File: config.mk
export PLATFORM = sky130hd
export DESIGN_NAME = quad_encoder_counter
export DESIGN_NICKNAME = d
export VERILOG_FILES = /design/src/rtl/qenc_pkg.sv /design/src/rtl/enc_input_filter.sv /design/src/rtl/quad_encoder_counter.sv
export SDC_FILE = /design/constraint.sdc
export NUM_CORES = 1
export LEC_CHECK = 0
export ABC_AREA = 1
export CAP_MARGIN = 20
export CORE_MARGIN = 2
export CORE_UTILIZATION = 28
export DETAILED_ROUTE_END_ITERATION = 8
export PLACE_DENSITY = 0.48
export SLEW_MARGIN = 0
export SYNTH_ARGS = -nofsm -noshare
export SYNTH_HDL_FRONTEND = slang
export SYNTH_HIERARCHICAL = 1
export SYNTH_SLANG_ARGS = --single-unit
export TNS_END_PERCENT = 30
File: constraint.sdc
create_clock -name clk -period 4.82 [get_ports clk]
set_input_delay 0.964 -clock clk [delete_from_list [all_inputs] [get_ports clk]]
set_output_delay 0.964 -clock clk [all_outputs]
set_load 0.02 [all_outputs]
File: src/rtl/qenc_pkg.sv
// Shared constants for the quadrature encoder front end: direction encoding,
// default counter width and the {prev_ab, new_ab} step lookup.
package qenc_pkg;

    localparam logic DIR_FWD   = 1'b0;
    localparam logic DIR_REV   = 1'b1;
    localparam int   CNT_W_DEF = 24;

    typedef enum logic [1:0] {
        STEP_NONE = 2'd0,
        STEP_FWD  = 2'd1,
        STEP_REV  = 2'd2,
        STEP_ILL  = 2'd3
    } step_t;

    typedef enum logic {
        DEC_UNINIT = 1'b0,
        DEC_TRACK  = 1'b1
    } dec_state_t;

    // Forward is 00->01->11->10->00; both bits changing is a lost step.
    function automatic step_t decode_step(input logic [1:0] prev_ab,
                                          input logic [1:0] new_ab);
        case ({prev_ab, new_ab})
            4'b0001, 4'b0111, 4'b1110, 4'b1000: return STEP_FWD;
            4'b0010, 4'b1011, 4'b1101, 4'b0100: return STEP_REV;
            4'b0000, 4'b0101, 4'b1111, 4'b1010: return STEP_NONE;
            default:                            return STEP_ILL;
        endcase
    endfunction

endpackage

File: src/rtl/enc_input_filter.sv
// One encoder channel: 2-FF synchroniser followed by a stability filter that
// accepts a level only after FILT_LEN consecutive equal synced samples.
module enc_input_filter #(
    parameter int FILT_LEN = 4
) (
    input  logic clk,
    input  logic rst_n,
    input  logic din,
    output logic dout,
    output logic valid
);

    logic [1:0] sync_q;
    logic       last_q;
    logic [3:0] stab_q;
    logic [3:0] stab_nxt;

    always_comb begin
        stab_nxt = stab_q;
        if (sync_q[1] != last_q) begin
            stab_nxt = 4'd1;
        end else if (stab_q < 4'(FILT_LEN)) begin
            stab_nxt = stab_q + 4'd1;
        end
    end

    // valid marks that at least one level has been accepted since reset.
    always_ff @(posedge clk or negedge rst_n) begin
        if (!rst_n) begin
            sync_q <= 2'b00;
            last_q <= 1'b0;
            stab_q <= 4'd0;
            dout   <= 1'b0;
            valid  <= 1'b0;
        end else begin
            sync_q <= {sync_q[0], din};
            last_q <= sync_q[1];
            stab_q <= stab_nxt;
            if (stab_nxt == 4'(FILT_LEN)) begin
                dout  <= sync_q[1];
                valid <= 1'b1;
            end
        end
    end

endmodule

File: src/rtl/quad_encoder_counter.sv
// Quadrature wheel-encoder front end: filtered 4x decode into a saturating tic
// magnitude. Define QENC_DIR_ZERO_EN to restart the count on direction reversal.
module quad_encoder_counter
    import qenc_pkg::*;
#(
    parameter int CNT_W      = CNT_W_DEF,
    parameter int FILT_LEN   = 4,
    parameter bit INVERT_DIR = 1'b0
) (
    input  logic             clk,
    input  logic             rst_n,
    input  logic             enc_a,
    input  logic             enc_b,
    input  logic             count_en,
    input  logic             zero_cnt,
    output logic [CNT_W-1:0] feedback_cnt,
    output logic             wheel_dir,
    output logic             step_pulse,
    output logic             cnt_ovf,
    output logic             illegal_err
);

    localparam logic [CNT_W-1:0] CNT_MAX = '1;

    logic       filt_a, filt_b;
    logic       valid_a, valid_b;
    logic [1:0] filt_ab;
    logic [1:0] prev_ab_q;
    dec_state_t state_q, state_nxt;
    step_t      step;
    logic       step_valid;
    logic       step_dir;
    logic       count_step;
    logic       dir_clear;

    enc_input_filter #(.FILT_LEN(FILT_LEN)) u_filt_a (
        .clk   (clk),
        .rst_n (rst_n),
        .din   (enc_a),
        .dout  (filt_a),
        .valid (valid_a)
    );

    enc_input_filter #(.FILT_LEN(FILT_LEN)) u_filt_b (
        .clk   (clk),
        .rst_n (rst_n),
        .din   (enc_b),
        .dout  (filt_b),
        .valid (valid_b)
    );

    assign filt_ab = {filt_a, filt_b};

    always_ff @(posedge clk or negedge rst_n) begin
        if (!rst_n) state_q <= DEC_UNINIT;
        else        state_q <= state_nxt;
    end

    // The first accepted sample after reset only seeds prev_ab.
    always_comb begin
        state_nxt = state_q;
        step      = STEP_NONE;
        case (state_q)
            DEC_UNINIT: if (valid_a && valid_b) state_nxt = DEC_TRACK;
            DEC_TRACK:  step = decode_step(prev_ab_q, filt_ab);
            default:    state_nxt = DEC_UNINIT;
        endcase
        step_valid = (step == STEP_FWD) || (step == STEP_REV);
        step_dir   = ((step == STEP_REV) ? DIR_REV : DIR_FWD) ^ INVERT_DIR;
        count_step = step_valid && count_en;
`ifdef QENC_DIR_ZERO_EN
        dir_clear  = (step_dir != wheel_dir);
`else
        dir_clear  = 1'b0;
`endif
    end

    always_ff @(posedge clk or negedge rst_n) begin
        if (!rst_n) begin
            prev_ab_q    <= 2'b00;
            feedback_cnt <= '0;
            wheel_dir    <= DIR_FWD;
            step_pulse   <= 1'b0;
            cnt_ovf      <= 1'b0;
            illegal_err  <= 1'b0;
        end else begin
            prev_ab_q  <= filt_ab;
            step_pulse <= count_step;
            if (step_valid) wheel_dir <= step_dir;
            // Zero request beats any step landing in the same cycle.
            if (zero_cnt) begin
                feedback_cnt <= '0;
                cnt_ovf      <= 1'b0;
                illegal_err  <= 1'b0;
            end else begin
                if (step == STEP_ILL) illegal_err <= 1'b1;
                if (count_step) begin
                    if (dir_clear)                   feedback_cnt <= CNT_W'(1);
                    else if (feedback_cnt == CNT_MAX) cnt_ovf     <= 1'b1;
                    else                             feedback_cnt <= feedback_cnt + CNT_W'(1);
                end
            end
        end
    end

endmodule

==> flow_metrics.env <==
export IMPL_grt_pass1_vias=2273
export IMPL_power_density_mw_per_mm2=346
export IMPL_multi_input_area_mm2=0.00124
export IMPL_worstMarginPinSlew_ps=637
export IMPL_drt_wirelength_per_cell_um=11.9
export IMPL_cts_root_buffer="clkbuf_8"
export IMPL_std_cell_rows=35
export IMPL_cts_buffers_inserted=5
export IMPL_firstDrtPassIters=4
export IMPL_whs_ps=356
export IMPL_grt_pass1_wl_um=10800
export IMPL_crit_end="feedback_cnt[18]"
export IMPL_area_growth_pct=20.3
export IMPL_timing_rr_end="feedback_cnt[7]"
export IMPL_dieArea_mm2=0.0104
export IMPL_io_pins=34
export IMPL_cts_max_level=2
export IMPL_rsz0062_at_grt="false"
export IMPL_routed_via_density=4.39
export IMPL_power_leakage_nw=1.40
export IMPL_period_minus_slack_ps=2660
export IMPL_first_iter_violations=109
export IMPL_place_congestion=0.787
export IMPL_die_w_um=102
export IMPL_post_cts_resize_count=0
export IMPL_ys_flop_type="dfrtp_1"
export IMPL_crit_fanout=41
export IMPL_hold_buffers=0
export IMPL_portBuffers=33
export IMPL_crit_arrival_ps=2860
export IMPL_nets=405
export IMPL_synth_seq_area_share_pct=45.8
export IMPL_synthesis_area_mm2=0.00268
export IMPL_drv_slew=0
export IMPL_syn_inst=358
export IMPL_final_setup_tns_ps=0
export IMPL_relSlewSlack_pct=57.5
export IMPL_synth_most_common_cell="nand2_1"
export IMPL_dp_hpwl_um=4560
export IMPL_ys_warn_count=6
export IMPL_hold_class="reg2reg"
export IMPL_syn_area_per_cell_um2=7.49
export IMPL_grt_ovfl_total=0
export IMPL_ys_ff_latch=49
export IMPL_clk_pin_slew_ps=100
export IMPL_synth_nets=369
export IMPL_worst_clock_skew_ps=6.69
export IMPL_synth_area_leaders="dfrtp_1, nand2_1, nor2_1, inv_1, nand3_1"
export IMPL_synth_edf_count=0
export IMPL_diodes=0
export IMPL_peakVddDrop_uv=120
export IMPL_core_area_mm2=0.00928
export IMPL_cts_tree="built"
export IMPL_fillers=1012
export IMPL_finalNonFillerCells=524
export IMPL_r2r_start="u_filt_b/dout"
export IMPL_clkSinkCount=49
export IMPL_status="completed"
export IMPL_final_util_pct=34.7
export IMPL_route_detailed_drc=0
export IMPL_cts_setup_buffers=0
export IMPL_placedCellCount=516
export IMPL_crit_type="in2reg"
export IMPL_fmax_mhz=376
export IMPL_register_area_mm2=0.00123
export IMPL_initial_core_util_pct=28.9
export IMPL_drt_total_wl_um=6220
export IMPL_track_usage_pct=13.2
export IMPL_timing_final_hold_violations=0
export IMPL_antenna_left=0
export IMPL_crit_required_ps=5020
export IMPL_r2r_cells=9
export IMPL_via_count=2302
export IMPL_synth_cell_types=25
export IMPL_setup_viol=0
export IMPL_die_h_um=102
export IMPL_maxCapViolCount=0
export IMPL_synth_largest_area_cell="dfrtp_1"
export IMPL_drive_gt1_share_pct=7.59
export IMPL_clock_latency_ps=310
export IMPL_ys_async_sr_fraction_pct=100
export IMPL_clockBufferDepth=2
export IMPL_antenna_found_initial=0
export IMPL_startpoint="zero_cnt"
export IMPL_setup_reg_to_reg_worst_slack_ps=2550
export IMPL_post_route_period_util_pct=55.1
export IMPL_synth_common_cells="nand2_1, dfrtp_1, nor2_1"
export IMPL_cp_start_kind="input port"
export IMPL_end_kind="flip-flop"
export IMPL_grt_max_degree=50
export IMPL_synth_top_area_share_pct=45.8
final cells by class:
cell class | instances | area share [%]
well taps | 129 | 5.01
clock buffers | 5 | 2.14
flip-flops and latches | 49 | 38.0
clock inverters | 3 | 0.660
inverters | 45 | 5.24
repair buffers | 35 | 10.6
multi-input cells | 258 | 38.4
worst max-delay path, stage by stage:
cell and delay, ps:
clkdlybuf4s50_1 510, inv_1 450, o21ai_0 280, nand2_4 390, inv_2 130, nand2_1 90
nand2_1 50
flip-flops by register name, indices dropped and copies added, names as in the netlist, 2 cells and up:
signal           cells
feedback_cnt        24
prev_ab_q            2
u_filt_a/stab_q      4
u_filt_a/sync_q      2
u_filt_b/stab_q      4
u_filt_b/sync_q      2
through the flow:
| stage | total power [W] | area, um^2 | setup WS (ps) |
|---|---|---|---|
| after detailed placement | 0.000879 | 3130 | 1810 |
| after global placement | 0.000879 | 3130 | 1880 |
| after global routing | 0.00121 | 3220 | 1960 |
| final | 0.00112 | 3220 | 2160 |
| after CTS | 0.00114 | 3220 | 2160 |
| after floorplan | 0.000796 | 2680 | 2940 |
where the power goes:
group | switching [W] | internal (W)
Combinational | 0.000226 | 0.000133
Clock | 0.000148 | 0.000103
Sequential | 0.0000418 | 0.000464
Total | 0.000416 | 0.000700
cell families (layout without fill, tap and decap cells):
| logic type | count (synthesis) | in the layout | share of synthesized area (%) |
|---|---|---|---|
| simple gates | 198 | 198 | 32.0 |
| compound gates | 53 | 53 | 11.1 |
| buf+inv | 51 | 88 | 8.12 |
| flops | 49 | 49 | 45.8 |
| fa+ha+maj | 5 | 5 | 2.33 |
| xor+xnor | 1 | 1 | 0.327 |
| mux | 1 | 1 | 0.420 |
worst min-delay path by stage:
stage,from,endpoint,depth (start not counted)
after floorplan,u_filt_a/sync_q[0],u_filt_a/sync_q[1],0
after global placement,u_filt_a/sync_q[0],u_filt_a/sync_q[1],0
after detailed placement,u_filt_a/sync_q[0],u_filt_a/sync_q[1],0
after CTS,u_filt_a/sync_q[0],u_filt_a/sync_q[1],0
after global routing,u_filt_a/sync_q[0],u_filt_a/sync_q[1],0
final,u_filt_a/sync_q[0],u_filt_a/sync_q[1],0
placed cells by master (no fill, tap or decap):
| cell | netlist | routed |
|---|---|---|
| nand2_1 | 104 | 104 |
| dfrtp_1 | 49 | 49 |
| nor2_1 | 46 | 46 |
| inv_1 | 42 | 42 |
| clkdlybuf4s50_1 | 0 | 32 |
| nand3_1 | 29 | 29 |
| o21ai_1 | 21 | 21 |
| o21ai_0 | 14 | 14 |
| o21bai_1 | 9 | 9 |
| a21oi_1 | 6 | 6 |
| ha_1 | 5 | 5 |
| clkbuf_8 | 0 | 5 |
| nor2_2 | 4 | 4 |
| nand4_1 | 4 | 4 |
| nand2_2 | 3 | 3 |
| inv_2 | 3 | 3 |
| nand3_2 | 3 | 3 |
| a211oi_1 | 2 | 2 |
| nor2_4 | 2 | 2 |
| nand2_4 | 2 | 2 |
| buf_4 | 1 | 2 |
| nor3_1 | 1 | 1 |
| mux2_2 | 1 | 1 |
| xnor2_1 | 1 | 1 |
| clkinvlp_4 | 0 | 1 |
| inv_6 | 0 | 1 |
| clkinv_2 | 0 | 1 |
| buf_2 | 0 | 1 |
| a21oi_2 | 1 | 1 |
layer usage:
layer  up-vias  wire length [um]  track usage [%]
li1       1212                 -                -
met1      1054              3130             18.7
met2        31              2870             21.3
met3         5               156             2.33
met4         0                59             2.77
met5         -                 0                0
Power figures use the tool's default switching activity.
